<file path="config.mk">
export PLATFORM = sky130hd
export DESIGN_NAME = pc_thread_scheduler_flat
export DESIGN_NICKNAME = d
export VERILOG_FILES = /design/src/rtl/pc_thread_scheduler_pkg.sv /design/src/rtl/pc_thread_scheduler_if.sv /design/src/rtl/pc_thread_scheduler_rr_arbiter.sv /design/src/rtl/pc_thread_scheduler.sv /design/src/flat_wrapper.sv
export SDC_FILE = /design/constraint.sdc
export NUM_CORES = 1
export LEC_CHECK = 0
export BUFFER_PORTS_ARGS = -buffer_cell sky130_fd_sc_hd__buf_2
export CORE_MARGIN = 5
export CORE_UTILIZATION = 40
export CTS_BUF_LIST = sky130_fd_sc_hd__clkbuf_16
export CTS_CLUSTER_SIZE = 40
export DETAILED_ROUTE_END_ITERATION = 8
export SLEW_MARGIN = 20
export SYNTH_ARGS = -nofsm -noshare
export SYNTH_HDL_FRONTEND = slang
export SYNTH_SLANG_ARGS = --single-unit
</file>
<file path="constraint.sdc">
create_clock -name clk -period 10.7 [get_ports clk]
set_clock_uncertainty 0.1 [all_clocks]
set_input_delay 1.605 -clock clk [delete_from_list [all_inputs] [get_ports clk]]
set_output_delay 1.605 -clock clk [all_outputs]
set_load 0.02 [all_outputs]
</file>
<file path="src/rtl/pc_thread_scheduler_pkg.sv">
// Shared types and helpers for the barrel-fetch thread scheduler.
// Per-thread lifecycle states and the elaboration-time reset-vector helper.
package pc_sched_pkg;

  typedef longint unsigned u64_t;

  typedef enum logic [1:0] {
    T_IDLE     = 2'd0,
    T_READY    = 2'd1,
    T_INFLIGHT = 2'd2
  } thread_state_e;

  // Only ever evaluated with constant arguments, so no adder is built.
  function automatic u64_t reset_pc(input u64_t base, input u64_t stride, input int unsigned i);
    return base + stride * u64_t'(i);
  endfunction

endpackage

</file>
<file path="src/rtl/pc_thread_scheduler_if.sv">
// Fetch issue (valid/ready) and next-PC writeback bundle between the
// scheduler (master) and the fetch/execute pipeline (slave).
interface pc_thread_scheduler_if #(
  parameter int XLEN  = 32,
  parameter int TID_W = 3
);
  logic             fetch_valid;
  logic             fetch_ready;
  logic [TID_W-1:0] fetch_tid;
  logic [XLEN-1:0]  fetch_pc;
  logic             wb_valid;
  logic [TID_W-1:0] wb_tid;
  logic [XLEN-1:0]  wb_pc;

  modport master (
    output fetch_valid, fetch_tid, fetch_pc,
    input  fetch_ready,
    input  wb_valid, wb_tid, wb_pc
  );

  modport slave (
    input  fetch_valid, fetch_tid, fetch_pc,
    output fetch_ready,
    output wb_valid, wb_tid, wb_pc
  );
endinterface

</file>
<file path="src/rtl/pc_thread_scheduler_rr_arbiter.sv">
// Round-robin picker: first asserted request strictly after the pointer,
// wrapping around; the pointer's own slot is considered last.
module rr_arbiter #(
  parameter int NUM_THREADS = 5,
  parameter int TID_W       = 3
) (
  input  logic [NUM_THREADS-1:0] req,
  input  logic [TID_W-1:0]       ptr,
  output logic                   grant_valid,
  output logic [TID_W-1:0]       grant_idx
);

  int idx;

  // Scan from the farthest offset down so the nearest request wins.
  always_comb begin
    grant_valid = 1'b0;
    grant_idx   = '0;
    idx         = 0;
    for (int k = NUM_THREADS; k >= 1; k--) begin
      idx = (int'(ptr) + k) % NUM_THREADS;
      if (req[idx]) begin
        grant_valid = 1'b1;
        grant_idx   = TID_W'(idx);
      end
    end
  end

endmodule

</file>
<file path="src/rtl/pc_thread_scheduler.sv">
// Per-thread PC file and state tracker that issues {tid, pc} to fetch
// round-robin and absorbs next-PC writebacks from the pipeline.
module pc_thread_scheduler
  import pc_sched_pkg::*;
#(
  parameter int   NUM_THREADS = 5,
  parameter int   XLEN        = 32,
  parameter u64_t PC_BASE     = 0,
  parameter u64_t PC_STRIDE   = 400,
  parameter int   TID_W       = $clog2(NUM_THREADS)
) (
  input  logic                    clk,
  input  logic                    reset,
  input  logic [NUM_THREADS-1:0]  thread_enable,
  input  logic                    clear,
  pc_thread_scheduler_if.master   bus,
  output logic                    wb_err
);

  thread_state_e          state_reg  [NUM_THREADS];
  thread_state_e          state_next [NUM_THREADS];
  logic [XLEN-1:0]        pc_reg     [NUM_THREADS];
  logic [NUM_THREADS-1:0] ready_mask;
  logic [NUM_THREADS-1:0] wb_hit;
  logic [NUM_THREADS-1:0] pick_hit;

  logic                   fetch_valid_reg;
  logic [TID_W-1:0]       fetch_tid_reg;
  logic [XLEN-1:0]        fetch_pc_reg;
  logic [TID_W-1:0]       ptr_reg;
  logic                   wb_err_reg;

  logic                   load_slot;
  logic                   pick_en;
  logic                   grant_valid;
  logic [TID_W-1:0]       grant_idx;
  logic [XLEN-1:0]        grant_pc;

  // The output slot refills when empty or draining; clear blocks any pick.
  assign load_slot = !fetch_valid_reg || bus.fetch_ready;
  assign pick_en   = load_slot && !clear && grant_valid;

  generate
    for (genvar gi = 0; gi < NUM_THREADS; gi++) begin : g_thread
      assign ready_mask[gi] = (state_reg[gi] == T_READY);
      assign wb_hit[gi]     = bus.wb_valid && !clear && (bus.wb_tid == TID_W'(gi))
                              && (state_reg[gi] == T_INFLIGHT);
      assign pick_hit[gi]   = pick_en && (grant_idx == TID_W'(gi));
    end
  endgenerate

  rr_arbiter #(
    .NUM_THREADS (NUM_THREADS),
    .TID_W       (TID_W)
  ) u_arb (
    .req         (ready_mask),
    .ptr         (ptr_reg),
    .grant_valid (grant_valid),
    .grant_idx   (grant_idx)
  );

  always_ff @(posedge clk or negedge reset) begin
    if (!reset) begin
      for (int i = 0; i < NUM_THREADS; i++) begin
        state_reg[i] <= T_IDLE;
        pc_reg[i]    <= XLEN'(reset_pc(PC_BASE, PC_STRIDE, i));
      end
    end else begin
      for (int i = 0; i < NUM_THREADS; i++) begin
        state_reg[i] <= state_next[i];
        if (wb_hit[i]) pc_reg[i] <= bus.wb_pc;
      end
    end
  end

  // A disabled in-flight thread keeps running until its writeback or a clear.
  always_comb begin
    for (int i = 0; i < NUM_THREADS; i++) begin
      state_next[i] = state_reg[i];
      case (state_reg[i])
        T_IDLE:     if (thread_enable[i]) state_next[i] = T_READY;
        T_READY: begin
          if (pick_hit[i])            state_next[i] = T_INFLIGHT;
          else if (!thread_enable[i]) state_next[i] = T_IDLE;
        end
        T_INFLIGHT: if (clear || wb_hit[i])
                      state_next[i] = thread_enable[i] ? T_READY : T_IDLE;
        default:    state_next[i] = T_IDLE;
      endcase
    end
  end

  always_comb begin
    grant_pc = '0;
    for (int i = 0; i < NUM_THREADS; i++) begin
      if (grant_idx == TID_W'(i)) grant_pc = pc_reg[i];
    end
  end

  always_ff @(posedge clk or negedge reset) begin
    if (!reset) begin
      fetch_valid_reg <= 1'b0;
      fetch_tid_reg   <= '0;
      fetch_pc_reg    <= '0;
      ptr_reg         <= TID_W'(NUM_THREADS - 1);
    end else if (clear) begin
      fetch_valid_reg <= 1'b0;
    end else if (load_slot) begin
      fetch_valid_reg <= grant_valid;
      if (grant_valid) begin
        fetch_tid_reg <= grant_idx;
        fetch_pc_reg  <= grant_pc;
        ptr_reg       <= grant_idx;
      end
    end
  end

  // Covers both stale writebacks and out-of-range thread ids.
  always_ff @(posedge clk or negedge reset) begin
    if (!reset) begin
      wb_err_reg <= 1'b0;
    end else if (bus.wb_valid && !clear && !(|wb_hit)) begin
      wb_err_reg <= 1'b1;
    end
  end

  assign bus.fetch_valid = fetch_valid_reg;
  assign bus.fetch_tid   = fetch_tid_reg;
  assign bus.fetch_pc    = fetch_pc_reg;
  assign wb_err          = wb_err_reg;

endmodule

</file>
<file path="src/flat_wrapper.sv">
// flat-port wrapper written by rule: the top's interface ports become plain ports
module pc_thread_scheduler_flat import pc_sched_pkg::*;
#(
  parameter int   NUM_THREADS = 5,
  parameter int   XLEN        = 32,
  parameter u64_t PC_BASE     = 0,
  parameter u64_t PC_STRIDE   = 400,
  parameter int   TID_W       = $clog2(NUM_THREADS)
)
  (clk, reset, thread_enable, clear, wb_err, bus_fetch_valid, bus_fetch_tid, bus_fetch_pc, bus_fetch_ready, bus_wb_valid, bus_wb_tid, bus_wb_pc);
  pc_thread_scheduler_if #(.XLEN(XLEN), .TID_W(TID_W)) bus_i ();
  input  logic clk;
  input  logic reset;
  input  logic [NUM_THREADS-1:0] thread_enable;
  input  logic clear;
  output logic wb_err;
  output wire logic [$bits(bus_i.fetch_valid)-1:0] bus_fetch_valid;
  output wire logic [$bits(bus_i.fetch_tid)-1:0] bus_fetch_tid;
  output wire logic [$bits(bus_i.fetch_pc)-1:0] bus_fetch_pc;
  input wire logic [$bits(bus_i.fetch_ready)-1:0] bus_fetch_ready;
  input wire logic [$bits(bus_i.wb_valid)-1:0] bus_wb_valid;
  input wire logic [$bits(bus_i.wb_tid)-1:0] bus_wb_tid;
  input wire logic [$bits(bus_i.wb_pc)-1:0] bus_wb_pc;
  assign bus_fetch_valid = bus_i.fetch_valid;
  assign bus_fetch_tid = bus_i.fetch_tid;
  assign bus_fetch_pc = bus_i.fetch_pc;
  assign bus_i.fetch_ready = bus_fetch_ready;
  assign bus_i.wb_valid = bus_wb_valid;
  assign bus_i.wb_tid = bus_wb_tid;
  assign bus_i.wb_pc = bus_wb_pc;
  pc_thread_scheduler #(.NUM_THREADS(NUM_THREADS), .XLEN(XLEN), .PC_BASE(PC_BASE), .PC_STRIDE(PC_STRIDE), .TID_W(TID_W)) u_core (.clk(clk), .reset(reset), .thread_enable(thread_enable), .clear(clear), .bus(bus_i), .wb_err(wb_err));
endmodule
</file>
==> metrics.md <==
| Metric | Value |
|---|---|
| Post-synth EDFFs | `0` |
| Cell mode on critical path | `ha_1` |
| Worst path top cell family by delay | `compound AO/OA/AOI/OAI gates` |
| Compound-cell area share of the yosys netlist | `15.3%` |
| Most common cell after layout, fill and taps aside | `dfrtp_1` |
| Mapped Area | `11300 um^2` |
| Wirelength per Cell | `20.1 um` |
| Largest cells by area after synthesis | `dfrtp_1 43%, mux2_2 19%, dfstp_2 3.3%` |
| Commonest non-fill, non-tap cells in the layout | `194 x dfrtp_1, 193 x mux2_2, 90 x nand2_1, 80 x buf_2, 43 x o21ai_0` |
| Postcts setup bufs | `0` |
| Yosys top cell by area | `dfrtp_1` |
| RR Endpoint | `u_core.bus.fetch_pc[27]` |
| RePlAce Congestion | `0.877` |
| Vias in the first global route | `7897` |
| ANT cells | `0` |
| # rows | `61` |
| CP Launch Type | `flip-flop` |
| CP arrival | `6.92 ns` |
| Post-CTS Resized | `0` |
| Period minus WS final | `6.64 ns` |
| Antenna violations before repair | `2` |
| CTS tree | `yes` |
| Drc violations | `0` |
| Xor-xnor portion of the synthesized cell area | `0.942%` |
| Crit-path cells | `buf_4 > inv_2 > ha_1 > ha_1 > nor4b_1 > o31ai_1 > and2_2 > ha_1 > nand2b_1 > nor3b_1 > a221oi_2 > mux2_4 > o32a_2 > o2111a_2 > a311o_2 > nor3b_2 > inv_2 > o211a_1` |
| Via Count | `7906` |
| Initial DRC count | `495` |
| Max_slew headroom | `27.5%` |
| Setup Total Neg Slack | `0 ns` |
| Yosys top cell area share | `43.0%` |
| Starting density of the core | `40.5%` |
| I/O Buffers | `81` |
| Syn nets | `1039` |
| Ys async rst share | `100%` |
| Slowest stage delay, CP | `0.73 ns` |
| Max cap viols | `0` |
| Post-Route WL | `28500 um` |
| Area of the core | `27900 um^2` |
| Final slew viol count | `0` |
| Hold Path Class | `flip-flop to flip-flop` |
| Total CTS buffers | `23` |
| CP Class | `flip-flop to flip-flop` |
| Seq/Total Area, Yosys | `46.3%` |
| Top FF cell, synth | `dfrtp_1` |
| Synth-to-layout area growth | `11.8%` |
| Max Fanout on Critical Path | `38` |
| Synth warnings | `0` |
| Post-synth cell types | `82` |
| Die Area | `31700 um^2` |
| WP buf/inv | `3` |
| I/O pin count | `82` |
| Layout cell share with drive strength beyond 1 | `37.0%` |
| Layout Utilization | `45.3%` |
| Area of the multi-input gates | `5680 um^2` |
| Maximum clock rate | `151 MHz` |
| Setup violations, final | `0` |
| Hold Fails Final Rpt | `0` |
| Crit path required time | `10.98 ns` |
| Register area | `5220 um^2` |
| Chip width | `178 um` |
| Hold Crit Start | `u_core.wb_err` |
| RSZ-0062 raised after global routing | `no` |
| Clock transition at the registers of the reported paths | `0.06 ns` |
| Vias per cell | `5.57` |
| Syn Inst Count | `968` |
| Clock Path Buffers | `3` |
| Hold path endpoint | `u_core.wb_err` |
| Slowest cell on crit path | `a311o_2` |
| Simple-Gate Fraction of Synth Area | `10.2%` |
| Post-synthesis adder-cell area fraction | `2.88%` |
| Height of the die | `178 um` |
| Overflow after GRT | `0` |
| Largest register FFs | `160` |
| Outcome | `completed` |
| Mux contribution to synthesized area | `20.8%` |
| Clock sinks | `208` |
| GRT Total Usage | `17.9%` |
| Crit end category | `flip-flop` |
| Root Driver | `clkbuf_16` |
| Final period util | `62.0%` |
| Htree depth | `1` |
| Hold WS | `0.357 ns` |
| Hold-fix buffer count after cts | `0` |
| WP depth | `18` |
| Yosys reg bits | `208` |
| Net count, final | `1097` |
| Largest net degree at the start of global routing | `75` |
| Syn Area/Cell | `11.7 um^2` |
| Worst Tran Pin Value | `1.09 ns` |
| Reg2reg start | `u_core.ptr_reg[0]` |
| Flop2flop setup slack | `4.06 ns` |
| Clk_lat worst skew | `0.50 ns` |
| Largest family of logic cells by synthesized area | `multiplexers` |
| Cells on worst reg2reg path | `18` |
| Antenna-violating nets left | `0` |
| Hold path depth | `1` |
| Filler instances | `2618` |
| Initial DRT Pass Iterations | `5` |
| First-pass GRT wire length | `45100 um` |
| DP HPWL | `17600 um` |
-- layout make-up --
type,count,share of cell area [%]
Inverter,25,0.744
Multi-Input combinational cell,676,45.0
Timing Repair Buffer,92,3.95
Tap cell,378,3.75
Sequential cell,208,41.4
Clock buffer,23,4.56
Clock inverter,17,0.585
-- metrics by stage --
stage                     worst slack, ns  cells  instance area, um^2
final                                4.06   1419                12600
after CTS                            4.05   1419                12600
after floorplan                      5.39    968                11300
after global routing                 3.57   1419                12600
after detailed placement             4.08   1379                12000
after global placement               4.20   1379                12000
-- layer usage --
layer	wire length [um]	track usage (%)	vias to the layer above
met3	1450	2.81	34
met4	396	3.22	4
met2	13400	29.4	182
li1	-	-	3691
met5	27	0	-
met1	13200	25.4	3995
-- cell usage after synthesis (all sizes together), types with 13 or more instances --
| master | instances |
|---|---|
| a21oi | 22 |
| o21ai | 43 |
| dfstp | 14 |
| and2 | 37 |
| nand2 | 91 |
| nor2 | 15 |
| nand2b | 13 |
| mux2 | 195 |
| clkbuf | 31 |
| buf | 28 |
| ha | 26 |
| dfrtp | 194 |
| o211a | 36 |
| inv | 24 |
| a221o | 33 |
-- cells by family (layout without fill, tap and decap cells) --
group	count (synthesis)	after routing
AOI/OAI and AO/OA	214	214
xor gates and xnor gates	10	10
adders and majority gates	26	26
buffers and inverters	84	157
DFF	208	208
muxes	207	207
and+or+nand+nor	219	219
-- worst max-delay path by stage --
stage	start	endpoint
floorplan	u_core.ptr_reg[1]	u_core.bus.fetch_pc[10]
global placement	u_core.ptr_reg[0]	u_core.bus.fetch_pc[20]
detailed placement	u_core.ptr_reg[1]	u_core.bus.fetch_pc[27]
CTS	u_core.ptr_reg[0]	u_core.bus.fetch_pc[2]
global route	u_core.ptr_reg[1]	u_core.bus.fetch_pc[12]
finish	u_core.ptr_reg[0]	u_core.bus.fetch_pc[27]
Power is not shown: default switching activity piles up to over one toggle a cycle in this logic, so the estimate is an artifact.
